File: src/rtl/queen_stack_ctrl.sv
// queen_stack_ctrl: controller for an N-queens placement stack kept in an
// external synchronous single-port RAM.  Push takes one cycle after the
// request is sampled; pop takes two (address cycle, then capture cycle).
// Optional feature macro: QUEEN_STACK_ERR_EN adds a sticky err flag for
// refused requests (push while full, pop while empty) plus its clear input.
module queen_stack_ctrl #(
    parameter  int DEPTH = 8,
    parameter  int DW    = 6,
    localparam int AW    = $clog2(DEPTH)
) (
    input  logic          clk,
    input  logic          reset,
    input  logic          flush,
    input  logic          push_req,
    input  logic          pop_req,
    input  logic [DW-1:0] push_data,
    output logic          ack,
    output logic [DW-1:0] pop_data,
    output logic          pop_valid,
    output logic          empty,
    output logic          full,
    output logic [AW:0]   count,
    output logic          busy,
    output logic          mem_we,
    output logic          mem_re,
    output logic [AW-1:0] mem_addr,
    output logic [DW-1:0] mem_wdata,
    input  logic [DW-1:0] mem_rdata
`ifdef QUEEN_STACK_ERR_EN
    ,
    output logic          err,
    input  logic          err_clr
`endif
);

    typedef enum logic [1:0] {IDLE, PUSH, POP_RD, POP_CAP} state_t;

    localparam logic [AW:0]   SP_ONE   = (AW+1)'(1);
    localparam logic [AW:0]   SP_FULL  = (AW+1)'(DEPTH);
    localparam logic [AW-1:0] ADDR_ONE = AW'(1);

    state_t        state, state_nxt;
    logic [AW:0]   sp;
    logic [DW-1:0] push_data_q;
    logic          flush_go, push_go, pop_go;

    // Request arbitration in IDLE, next-state and per-state strobes.
    always_comb begin
        state_nxt = state;
        flush_go  = 1'b0;
        push_go   = 1'b0;
        pop_go    = 1'b0;
        ack       = 1'b0;
        mem_we    = 1'b0;
        mem_re    = 1'b0;
        mem_addr  = '0;
        case (state)
            IDLE: begin
                flush_go = flush;
                push_go  = !flush && push_req && !full;
                pop_go   = !flush && !push_go && pop_req && !empty;
                if (push_go)
                    state_nxt = PUSH;
                else if (pop_go)
                    state_nxt = POP_RD;
            end
            PUSH: begin
                ack       = 1'b1;
                mem_we    = 1'b1;
                mem_addr  = sp[AW-1:0];
                state_nxt = IDLE;
            end
            POP_RD: begin
                mem_re    = 1'b1;
                // sp >= 1 here, so the low bits minus one is the top entry.
                mem_addr  = sp[AW-1:0] - ADDR_ONE;
                state_nxt = POP_CAP;
            end
            POP_CAP: begin
                ack       = 1'b1;
                state_nxt = IDLE;
            end
            default: state_nxt = IDLE;
        endcase
    end

    assign empty     = (sp == '0);
    assign full      = (sp == SP_FULL);
    assign count     = sp;
    assign busy      = (state != IDLE);
    assign mem_wdata = push_data_q;

    // State register.
    always_ff @(posedge clk or posedge reset) begin
        if (reset)
            state <= IDLE;
        else
            state <= state_nxt;
    end

    // Stack pointer: cleared by flush, moved only when an operation completes.
    always_ff @(posedge clk or posedge reset) begin
        if (reset)
            sp <= '0;
        else if (flush_go)
            sp <= '0;
        else if (state == PUSH)
            sp <= sp + SP_ONE;
        else if (state == POP_CAP)
            sp <= sp - SP_ONE;
    end

    // Push data is captured when the push is accepted and held through PUSH.
    always_ff @(posedge clk) begin
        if (push_go)
            push_data_q <= push_data;
    end

    // Popped entry: invalidated by any accepted operation, refreshed on capture.
    always_ff @(posedge clk or posedge reset) begin
        if (reset) begin
            pop_data  <= '0;
            pop_valid <= 1'b0;
        end else if (flush_go || push_go || pop_go) begin
            pop_valid <= 1'b0;
        end else if (state == POP_CAP) begin
            pop_data  <= mem_rdata;
            pop_valid <= 1'b1;
        end
    end

`ifdef QUEEN_STACK_ERR_EN
    logic refused;

    // A pop that loses to an accepted push is still pending, not refused.
    assign refused = (state == IDLE) && !flush &&
                     ((push_req && full) || (pop_req && empty && !push_go));

    // Sticky error flag; an explicit clear beats a simultaneous set.
    always_ff @(posedge clk or posedge reset) begin
        if (reset)
            err <= 1'b0;
        else if (err_clr)
            err <= 1'b0;
        else if (refused)
            err <= 1'b1;
    end
`endif

endmodule

File: config.mk
export PLATFORM = sky130hd
export DESIGN_NAME = queen_stack_ctrl
export DESIGN_NICKNAME = d
export VERILOG_FILES = /design/src/rtl/queen_stack_ctrl.sv
export SDC_FILE = /design/constraint.sdc
export NUM_CORES = 1
export LEC_CHECK = 0
export ABC_AREA = 0
export CORE_MARGIN = 3
export CORE_UTILIZATION = 39
export CTS_BUF_LIST = sky130_fd_sc_hd__clkbuf_4 sky130_fd_sc_hd__clkbuf_8 sky130_fd_sc_hd__clkbuf_16
export DETAILED_ROUTE_END_ITERATION = 10
export PLACE_DENSITY_LB_ADDON = 0.05
export REMOVE_ABC_BUFFERS = 1
export SETUP_SLACK_MARGIN = 0.4
export SLEW_MARGIN = 10
export SYNTH_ARGS = -nofsm -noshare
export SYNTH_HDL_FRONTEND = slang
export SYNTH_SLANG_ARGS = --single-unit
File: constraint.sdc
create_clock -name clk -period 2.2 [get_ports clk]
set_input_delay 0.33 -clock clk [delete_from_list [all_inputs] [get_ports clk]]
set_output_delay 0.33 -clock clk [all_outputs]
set_load 0.1 [all_outputs]
# After elaboration in Yosys (flattened, before gate mapping)

Index checks and enable logic that the tools add are counted.

Input bits: 17
Register bits: 19
Output and inout port bits: 26
Logic and storage cells: 47

Reductions and logical operators: 18
Eq/ne operators: 5
Bitwise operators: 1
$add $sub $neg: 3
Multiplexer cells: 15

Operator list:

| operator                                         | count |
|---|---|
| two-way mux 4 bit                                | 3 |
| two-way mux 1 bit                                | 8 |
| one-hot mux 2 bit (3 select lines)               | 1 |
| one-hot mux 3 bit (2 select lines)               | 1 |
| logical AND 1 bit                                | 5 |
| adder 4 x 1 -> 4 bit, second input constant      | 1 |
| == test 2 bit, second input constant             | 2 |
| == test 4 bit, second input constant             | 1 |
| zero test 1 bit                                  | 4 |
| zero test 4 bit                                  | 1 |
| two-way mux 2 bit                                | 2 |
| nonzero test 2 bit                               | 2 |
| subtractor 4 x 1 -> 4 bit, second input constant | 1 |
| != test 3 bit, second input constant             | 1 |
| nonzero test 3 bit                               | 1 |
| subtractor 3 x 1 -> 3 bit, second input constant | 1 |
| == test 2 x 1 -> 1 bit, second input constant    | 1 |
| zero test 2 bit                                  | 1 |
| logical OR 1 bit                                 | 2 |
| AND reduction 2 bit                              | 1 |
| OR reduction 2 bit                               | 1 |
| NOT 1 bit                                        | 1 |

# Logic depth before layout (Yosys ltp)

Depth in word-level cells: 11
Mapped depth: 8
Mapped depth without buffers: 8

# Worst setup path before layout

Ideal clock, no wire load.

Path type: register to register
Start point: register sp[0] (netlist: count[0])
End point: register state[0]
Setup slack: -1.955 ns
Stages on the path, launching flop included: 7
Arrival time: 4.080 ns
Library setup time: 0.075 ns
Required time: 2.125 ns
Cells stage by stage: dfrtp_1 > inv_1 > ha_1 > nor3b_1 > nor3b_1 > o21ba_1 > a21oi_2

Elaborated cells between the ends (all ways): 12
Classes of those cells: 2 x eq/ne; 2 x mux; 8 x reduce/logical

RTL lines:

| element                  | line | text |
|---|---|---|
| start: declaration       | 43   | `logic [AW:0] sp;` |
| start signal: assignment | 108  | `sp <= sp + SP_ONE;` |
| start signal: assignment | 110  | `sp <= sp - SP_ONE;` |
| zero test 4 bit          | 87   | `assign empty = (sp == '0);` |
| net empty                | 20   | `output logic empty,` |
| zero test 1 bit          | 61   | `pop_go = !flush && !push_go && pop_req && !empty;` |
| logical AND 1 bit        | 61   |  |
| != test 3 bit (no line)  | -    |  |
| end signal: assignment   | 98   | `state <= state_nxt;` |
| end: declaration         | 42   | `state_t state, state_nxt;` |

The timed path passes the listed nets, and every way through them passes these cells.
A chain may end at the register's enable or synchronous reset.

# Worst setup path in the final report

Start point: register state[1]
End point: output mem_addr[2]

Cells in the longest elaborated chain, start to end: 2
Elaborated cells between the ends (all ways): 3
Classes of those cells: 2 x eq/ne; 1 x mux

RTL lines:

| element                                                        | line | text |
|---|---|---|
| == test 2 bit / == test 2 x 1 -> 1 bit (equally long branches) | 57   | `case (state)` |
| one-hot mux 3 bit (2 select lines) (*)                         | 57   |  |
| end: declaration                                               | 26   | `output logic [AW-1:0] mem_addr,` |

Every way passes the cells marked *; elsewhere a longest branch is shown, timed or not.

==> reports/metrics.yaml <==
outcome:
  status: "complete, no violations"
drt:
  viasPerCell: 5.000
  drt_pre_antenna_iters: 4
  drtIter0Drc: 17
  wl_mm: 2.766
  ant_nets: 0
  wire_per_inst_um: 15.99
  drc: 0
  via_count: 865
timing:
  tightestPinTransition_ns: 0.5236
  setup_viol: 0
  setup-tns-final_ns: 0
  hold_violations: 0
  drv_slew: 0
  fin_crit_sh_pct: 88.04
  slew_headroom_pct: 65.05
  rsz0062_at_grt: "true"
  clock.fmax_mhz: 516.3
  period_needed_ns: 1.937
  fin_skew_ns: 0.007843
cells_and_area:
  nets: 173
  multi_input_area_sq_um: 609.3
  syn2layout_area_growth_pct: 80.23
  final_common_cell: "buf_4"
  ff_latch_area_sq_um: 508.0
  diodes: 0
  nFillCells: 144
  drive_gt1_share_pct: 56.55
  final_cell_mix: "30 x buf_4, 16 x clkdlybuf4s50_1, 11 x dfrtp_1, 9 x buf_12, 8 x nor2_1"
  fin_area_sq_um: 1802
setup_path:
  reg2reg_depth: 8
  required_ns: 1.87
  cp.arrival_ns: 1.61
  critPathLaunchType: "flop"
  crit_fanout: 2
  worstSetupPathType: "flop to output port"
  end_kind: "output port"
clocking:
  cts.sinks: 19
  cts_buffer_depth: 2
  cts_tree: "built"
  numCtsBuffers: 3
  clk-insertion-delay-late_ns: 0.32
  cts_max_level: 1
  root_buffer: "clkbuf_4"
  clk_pin_slew_ns: 0.12
run:
  max_cap_violations: 0
logic_synthesis:
  syn_inst: 85
  synth_area_per_cell_sq_um: 11.76
  synth_area_sq_um: 999.7
  ys_dominant_reg_cell: "dfrtp_1"
  synth_cell_type_count: 28
  ys_ff_latch: 19
  synthArstFlopShare_pct: 68.42
  ys_warn_count: 0
  ys_seq_area_share_pct: 50.56
  synth_edf_count: 6
die:
  die_y_um: 56.63
  rows: 17
  start_util_pct: 43.12
  dieWidth_um: 56.63
  die-area_sq_um: 3207
  core_sq_um: 2318
  ios: 43
global_route:
  grt_pass1_vias: 891
  antenna_found_initial: 0
  grt_max_degree: 14
  grt_pass1_wl_mm: 4.195
  grt_overflow: 0
  grtUsageTotal_pct: 16.94
hold_path:
  hold_path_class: "input pin to async pin"
placed_design:
  gp_congestion: 0.7525
  port_buffers: 42
  place_area_sq_um: 1513
  dp_hpwl_mm: 1.702
## state kept, by name, summed over array words and instances (netlist names)
| name | count |
|---|---|
| pop_valid | 1 |
| mem_wdata | 6 |
| pop_data | 6 |
| state | 2 |
| count | 4 |
## synthesized netlist by cell type (all sizes together), types with 2 or more instances
cell type	n	area (sq um)
dfrtp	13	325.3
ha	9	112.6
inv	9	33.78
nor2	9	33.78
mux2	7	78.83
a21oi	6	33.78
edfxtp	6	180.2
nor3b	4	35.03
and2	2	12.51
nor3	2	10.01
o21ai	2	10.01
xor2	2	17.52
## layout make-up
| type | instances | area share [%] |
|---|---|---|
| flip-flops and latches | 19 | 28.19 |
| repair buffers | 57 | 32.64 |
| clock buffers | 3 | 1.250 |
| inverters | 9 | 1.875 |
| well taps | 28 | 1.944 |
| clock inverters | 1 | 0.2778 |
| multi-input cells | 56 | 33.82 |
## cell families after synthesis
logic type	share of synthesized area [%]
compound gates	7.885
xor+xnor	2.629
fa+ha+maj	13.27
buf+inv	3.879
flops	50.56
mux	7.885
simple gates	13.89
## per-layer routing
layer  up-vias  share of wire, %  track usage (%)
met5         -                 0                0
met2        26                50            27.23
met4         0               2.7            7.119
met3         7               5.8            4.138
met1       422                41            21.53
li1        410                 -                -
## path summary, 6_finish.rpt
check / from / to / slack (ns)
min: reset / state[1] / 0.33
max: state[1] / mem_addr[2] / 0.26
min reg2reg: pop_data[2] / pop_data[2] / 0.52
max in group asynchronous: reset / count[2] / 1.50
min in group clk: pop_data[2] / pop_data[2] / 0.52
max reg2reg: state[1] / count[3] / 0.42
## critical path, cell delays in order, from the launching register on
cell,delay [ns]
dfrtp_1,0.39
inv_2,0.06
buf_4,0.13
ha_2,0.32
nor2b_2,0.19
buf_12,0.19
## metrics by stage
stage	hold slack [ns]	worst slack, ns	util, %	cells
6_report	0.3285	0.2631	77.71	173
5_1_grt	0.3568	0.2170	77.71	173
4_1_cts	0.3573	0.2947	73.88	168
3_5_place_dp	0.4950	0.3103	65.25	156
3_3_place_gp	0.4867	0.3258	65.25	156
2_1_floorplan	0.2070	-1.955	-	84
## what timing repair did
item                       in CTS  in global routing
pin swaps                       3                  2
hold buffers                    0                  0
setup endpoints to repair      14                 15
gates resized for setup        28                 12
setup buffers                   8                  5
Power is not shown: default switching activity piles up to over one toggle a cycle in this logic, so the estimate is an artifact.
==> RTL change 1, RTL diff (config.mk and constraints unchanged) <==
Encoding of `state_t`: now one-hot (4 bits for 4 states).
--- a/src/rtl/queen_stack_ctrl.sv
+++ b/src/rtl/queen_stack_ctrl.sv
@@ -33,7 +33,7 @@
 `endif
 );
 
-    typedef enum logic [1:0] {IDLE, PUSH, POP_RD, POP_CAP} state_t;
+    typedef enum logic [3:0] {IDLE = 4'b0001, PUSH = 4'b0010, POP_RD = 4'b0100, POP_CAP = 4'b1000} state_t;
 
     localparam logic [AW:0]   SP_ONE   = (AW+1)'(1);
     localparam logic [AW:0]   SP_FULL  = (AW+1)'(DEPTH);
Function: no difference found for any inputs over 10 cycles, from zero or initial values and one cycle with reset high; not proved beyond that.
==> RTL change 1 against the unedited design <==
- the run now ends with negative setup slack left
- final area increased by 11%
- count of clock-buffer cells in the layout increased by 1
- global-route usage increased by 0.80 points
- routed wire length increased by 2.6%
- first-iteration DRC count increased by 41%
- synthesized cell count decreased by 1.2%
- clock skew decreased by 0.0017 ns
- non-clock buffer count increased by 16
- fmax decreased by 16%
- sequential cell count increased by 2
- synthesized area increased by 4.0%
- setup slack got worse by 0.38 ns
==> RTL change 1: results (changes against the unedited design) <==
[status]
status=complete, but fails checks
violations=negative setup slack

[synth]
synthTopCellsByCount=dfrtp_1, inv_1, mux2_2, edfxtp_1
async_flop_share_pct=71.4  ; +3.0 points
synth_cell_types=27  ; -3.6%
seq_area_frac_synth_pct=53.5  ; +3.0 points
synthTopCellsByArea=dfrtp_1, edfxtp_1, mux2_2
syn_avg_cell_area_um2=12.4  ; +5.2%

[critical_path]
critPathSlowestCell=or4b_4
critPathTopFamily=simple AND/OR/NAND/NOR gates
arrival_ns=2.50  ; +0.89 ns
r2r_start=state[0]$_DFFE_PP1P_
cp-endpoint=count[3]$_DFFE_PP0P_
critPathKind=reg2reg
slowest_delay_ns=0.55  ; +0.16 ns
critPathMaxFanout=4  ; +2

[clock_network]
cts_setup_buffers=12  ; +4
cts_resized=27  ; -3.6%
clk_latency_ns=0.30  ; -0.02 ns

[grt]
grtUsageTotal_pct=17.7  ; +0.80 points
grt_pass1_wl_mm=4.53  ; +8.1%
grt_pass1_vias=971  ; +9.0%
grt_max_degree=16  ; +2
antenna_found_initial=0  ; unchanged

[worst_hold_path]
min_path_type=in2async

[route]
drtIter0Drc=24  ; +7
wl_mm=2.84  ; +2.6%
vias=937  ; +8.3%
firstDrtPassIters=4  ; unchanged

[timing]
fin_ws_ns=-0.115  ; -0.378 ns
setup-tns-final_ns=-0.290  ; -0.290 ns
fin_skew_ns=0.00612  ; -0.00173 ns
setup_violations=4  ; +4
whs_ns=0.365  ; +0.0365 ns
maxSlewHeadroom_pct=63.1  ; -2.0 points

[placement]
dp_hpwl_mm=1.90  ; +11%
place_congestion=0.799  ; +6.2%
place_ws_ns=-0.0249  ; -0.335 ns
io_buffers=42  ; unchanged
placed_area_um2=1640  ; +8.3%
dp.cells=168  ; +7.7%

[layout]
drive_gt1_share_pct=60.6  ; +4.1 points
final_cells=190  ; +9.8%
layout.nets=184  ; +6.4%

[power]
powerSeq_mw=0.540
p_leak_nw=0.942
irDropWorstVdd_mv=1.28
p_total_mw=2.64

[RTL change 1: kinds of logic (layout without fill, tap and decap cells)]
| logic type | Yosys count | in the layout | synth area share, % |
|---|---|---|---|
| xor gates and xnor gates | 3 | 3 | 2.53 |
| buffers and inverters | 11 | 87 | 4.09 |
| and+or+nand+nor | 20 | 20 | 13.2 |
| DFF | 21 | 21 | 53.6 |
| muxes | 9 | 9 | 10.1 |
| adders and majority gates | 6 | 6 | 7.94 |
| AOI/OAI and AO/OA | 14 | 14 | 8.54 |
[RTL change 1: routing by layer]
metal | vias up | share of wire, % | global-route usage (%)
li1 | 452 | - | -
met1 | 457 | 41 | 22.8
met2 | 24 | 53 | 29.8
met3 | 4 | 4.2 | 5.12
met4 | 0 | 0.92 | 3.64
met5 | - | 0 | 0
[RTL change 1: final cells by class]
class	instances	area, um^2
fill	138	497
sequential	21	557
multi-input combinational	52	562
inverter	10	47.5
clock buffer	4	30.0
timing repair buffer	73	769
tap	30	37.5
==> RTL change 2, RTL diff (config.mk and constraints unchanged) <==
Made on the original files. Set the parameter `DEPTH` to 4 (it was 8).
--- a/src/rtl/queen_stack_ctrl.sv
+++ b/src/rtl/queen_stack_ctrl.sv
@@ -4,7 +4,7 @@
 // Optional feature macro: QUEEN_STACK_ERR_EN adds a sticky err flag for
 // refused requests (push while full, pop while empty) plus its clear input.
 module queen_stack_ctrl #(
-    parameter  int DEPTH = 8,
+    parameter  int DEPTH = 4,
     parameter  int DW    = 6,
     localparam int AW    = $clog2(DEPTH)
 ) (
Ports: changed (resized count and mem_addr); port bits go from 43 to 41. No check against the original RTL was run, so the function may have changed too.
==> RTL change 2 against the unedited design <==
- sequential share of layout area up 1.9 points
- synthesized cell count down 13%
- die area down 6.6%
- synthesized area down 7.4%
- clock skew down 0.0033 ns
- via count down 11%
- final cell count down 8.7%
- setup slack better by 0.032 ns
- utilization down 5.9 points
- final area down 11%
- routed wire length down 20%
- sequential cell count down 1
Power is left out: the tool's default activity adds up to more than one toggle a clock period on the data nets, which glitch-free logic cannot reach.
==> RTL change 2: results (changes against the unedited design) <==
[clock_network]
clkSlewWorstSetupHoldPaths_ns=0.11
clk_path_buf_depth=2  ; unchanged
root_buffer=clkbuf_4
numCtsBuffers=3  ; unchanged
clk_latency_ns=0.30  ; -0.02 ns
htree_num_levels=1  ; unchanged
cts_tree=done

[critical_path]
rrSetupSlack_ns=0.42  ; about the same
arrival_ns=1.57  ; -0.04 ns
critPathTopFamily=flip-flops
slowest_delay_ns=0.47  ; +0.08 ns
critPathMaxFanout=6  ; +4
crit_path_start=state[0]$_DFFE_PP0P_
reg2reg_to=count[2]$_DFFE_PP0P_
worstRegToRegCells=7  ; -1
critPathSlowestCell=dfrtp_2
cp-endpoint=mem_addr[1]
r2r_start=state[1]$_DFFE_PP0P_

[grt]
grt_max_degree=13  ; -1
grt_pass1_vias=720  ; -19%
gr-usage-met1_pct=16.9  ; -4.6 points
grt_pass1_wl_mm=3.19  ; -24%
use_met3_pct=3.81  ; -0.32 points
met2_usage_pct=27.0  ; -0.26 points
grtUsageTotal_pct=15.7  ; -1.2 points
antenna_found_initial=0  ; unchanged

[placement]
place_ws_ns=0.328  ; +0.0179 ns
dp.cells=142  ; -9.0%
dp_hpwl_mm=1.61  ; -5.4%
placed_area_um2=1400  ; -7.6%
io_buffers=40  ; -4.8%
place_congestion=0.753  ; about the same

[timing]
fin_ws_ns=0.295  ; +0.0320 ns
fin_skew_ns=0.00458  ; -0.00326 ns
maxSlewHeadroom_pct=68.7  ; +3.6 points
whs_ns=0.336  ; +0.00747 ns

[route]
wl_met1_um=830  ; -27%
met3WireLength_um=168  ; +4.3%
highest_layer=met4
vias=769  ; -11%
drtIter0Drc=7  ; -10
firstDrtPassIters=4  ; unchanged
dr_wl_met2_mm=1.17  ; -16%
wl_mm=2.22  ; -20%

[layout]
drive_gt1_share_pct=50.0  ; -6.6 points
diodes=0  ; unchanged
final_cells=158  ; -8.7%

[synth]
seq_area_frac_synth_pct=51.9  ; +1.3 points
synth-edff-count=6  ; unchanged
synthTopCellsByArea=dfrtp_1, edfxtp_1, ha_1
netlist_instances=74  ; -13%
ys.warnings.count=0  ; unchanged
synthTopCellsByCount=dfrtp_1, inv_1, ha_1, mux2_2, edfxtp_1
async_flop_share_pct=66.7  ; -1.8 points
synth_cell_types=27  ; -3.6%

[worst_hold_path]
min_path_type=in2async

[status]
status=finished, final reports clean

-- RTL change 2: cells by family after synthesis --
family / Yosys count / synth area share, %
flops: 18 / 51.9
xor+xnor: 1 / 0.946
compound gates: 11 / 9.05
mux: 10 / 12.8
buf+inv: 11 / 5.27
simple gates: 15 / 8.38
fa+ha+maj: 8 / 11.6
-- RTL change 2: final cells by class --
| cell class | instances | area, um^2 |
|---|---|---|
| Fill cell | 156 | 631 |
| Timing Repair Buffer | 53 | 542 |
| Sequential cell | 18 | 483 |
| Multi-Input combinational cell | 45 | 467 |
| Inverter | 10 | 40.0 |
| Clock buffer | 4 | 36.3 |
| Tap cell | 28 | 35.0 |
-- RTL change 2: what timing repair did --
action,4_1_cts,5_1_grt
resized for setup,14,7
setup endpoints to repair,6,6
pin swaps,2,2
setup buffers,6,6
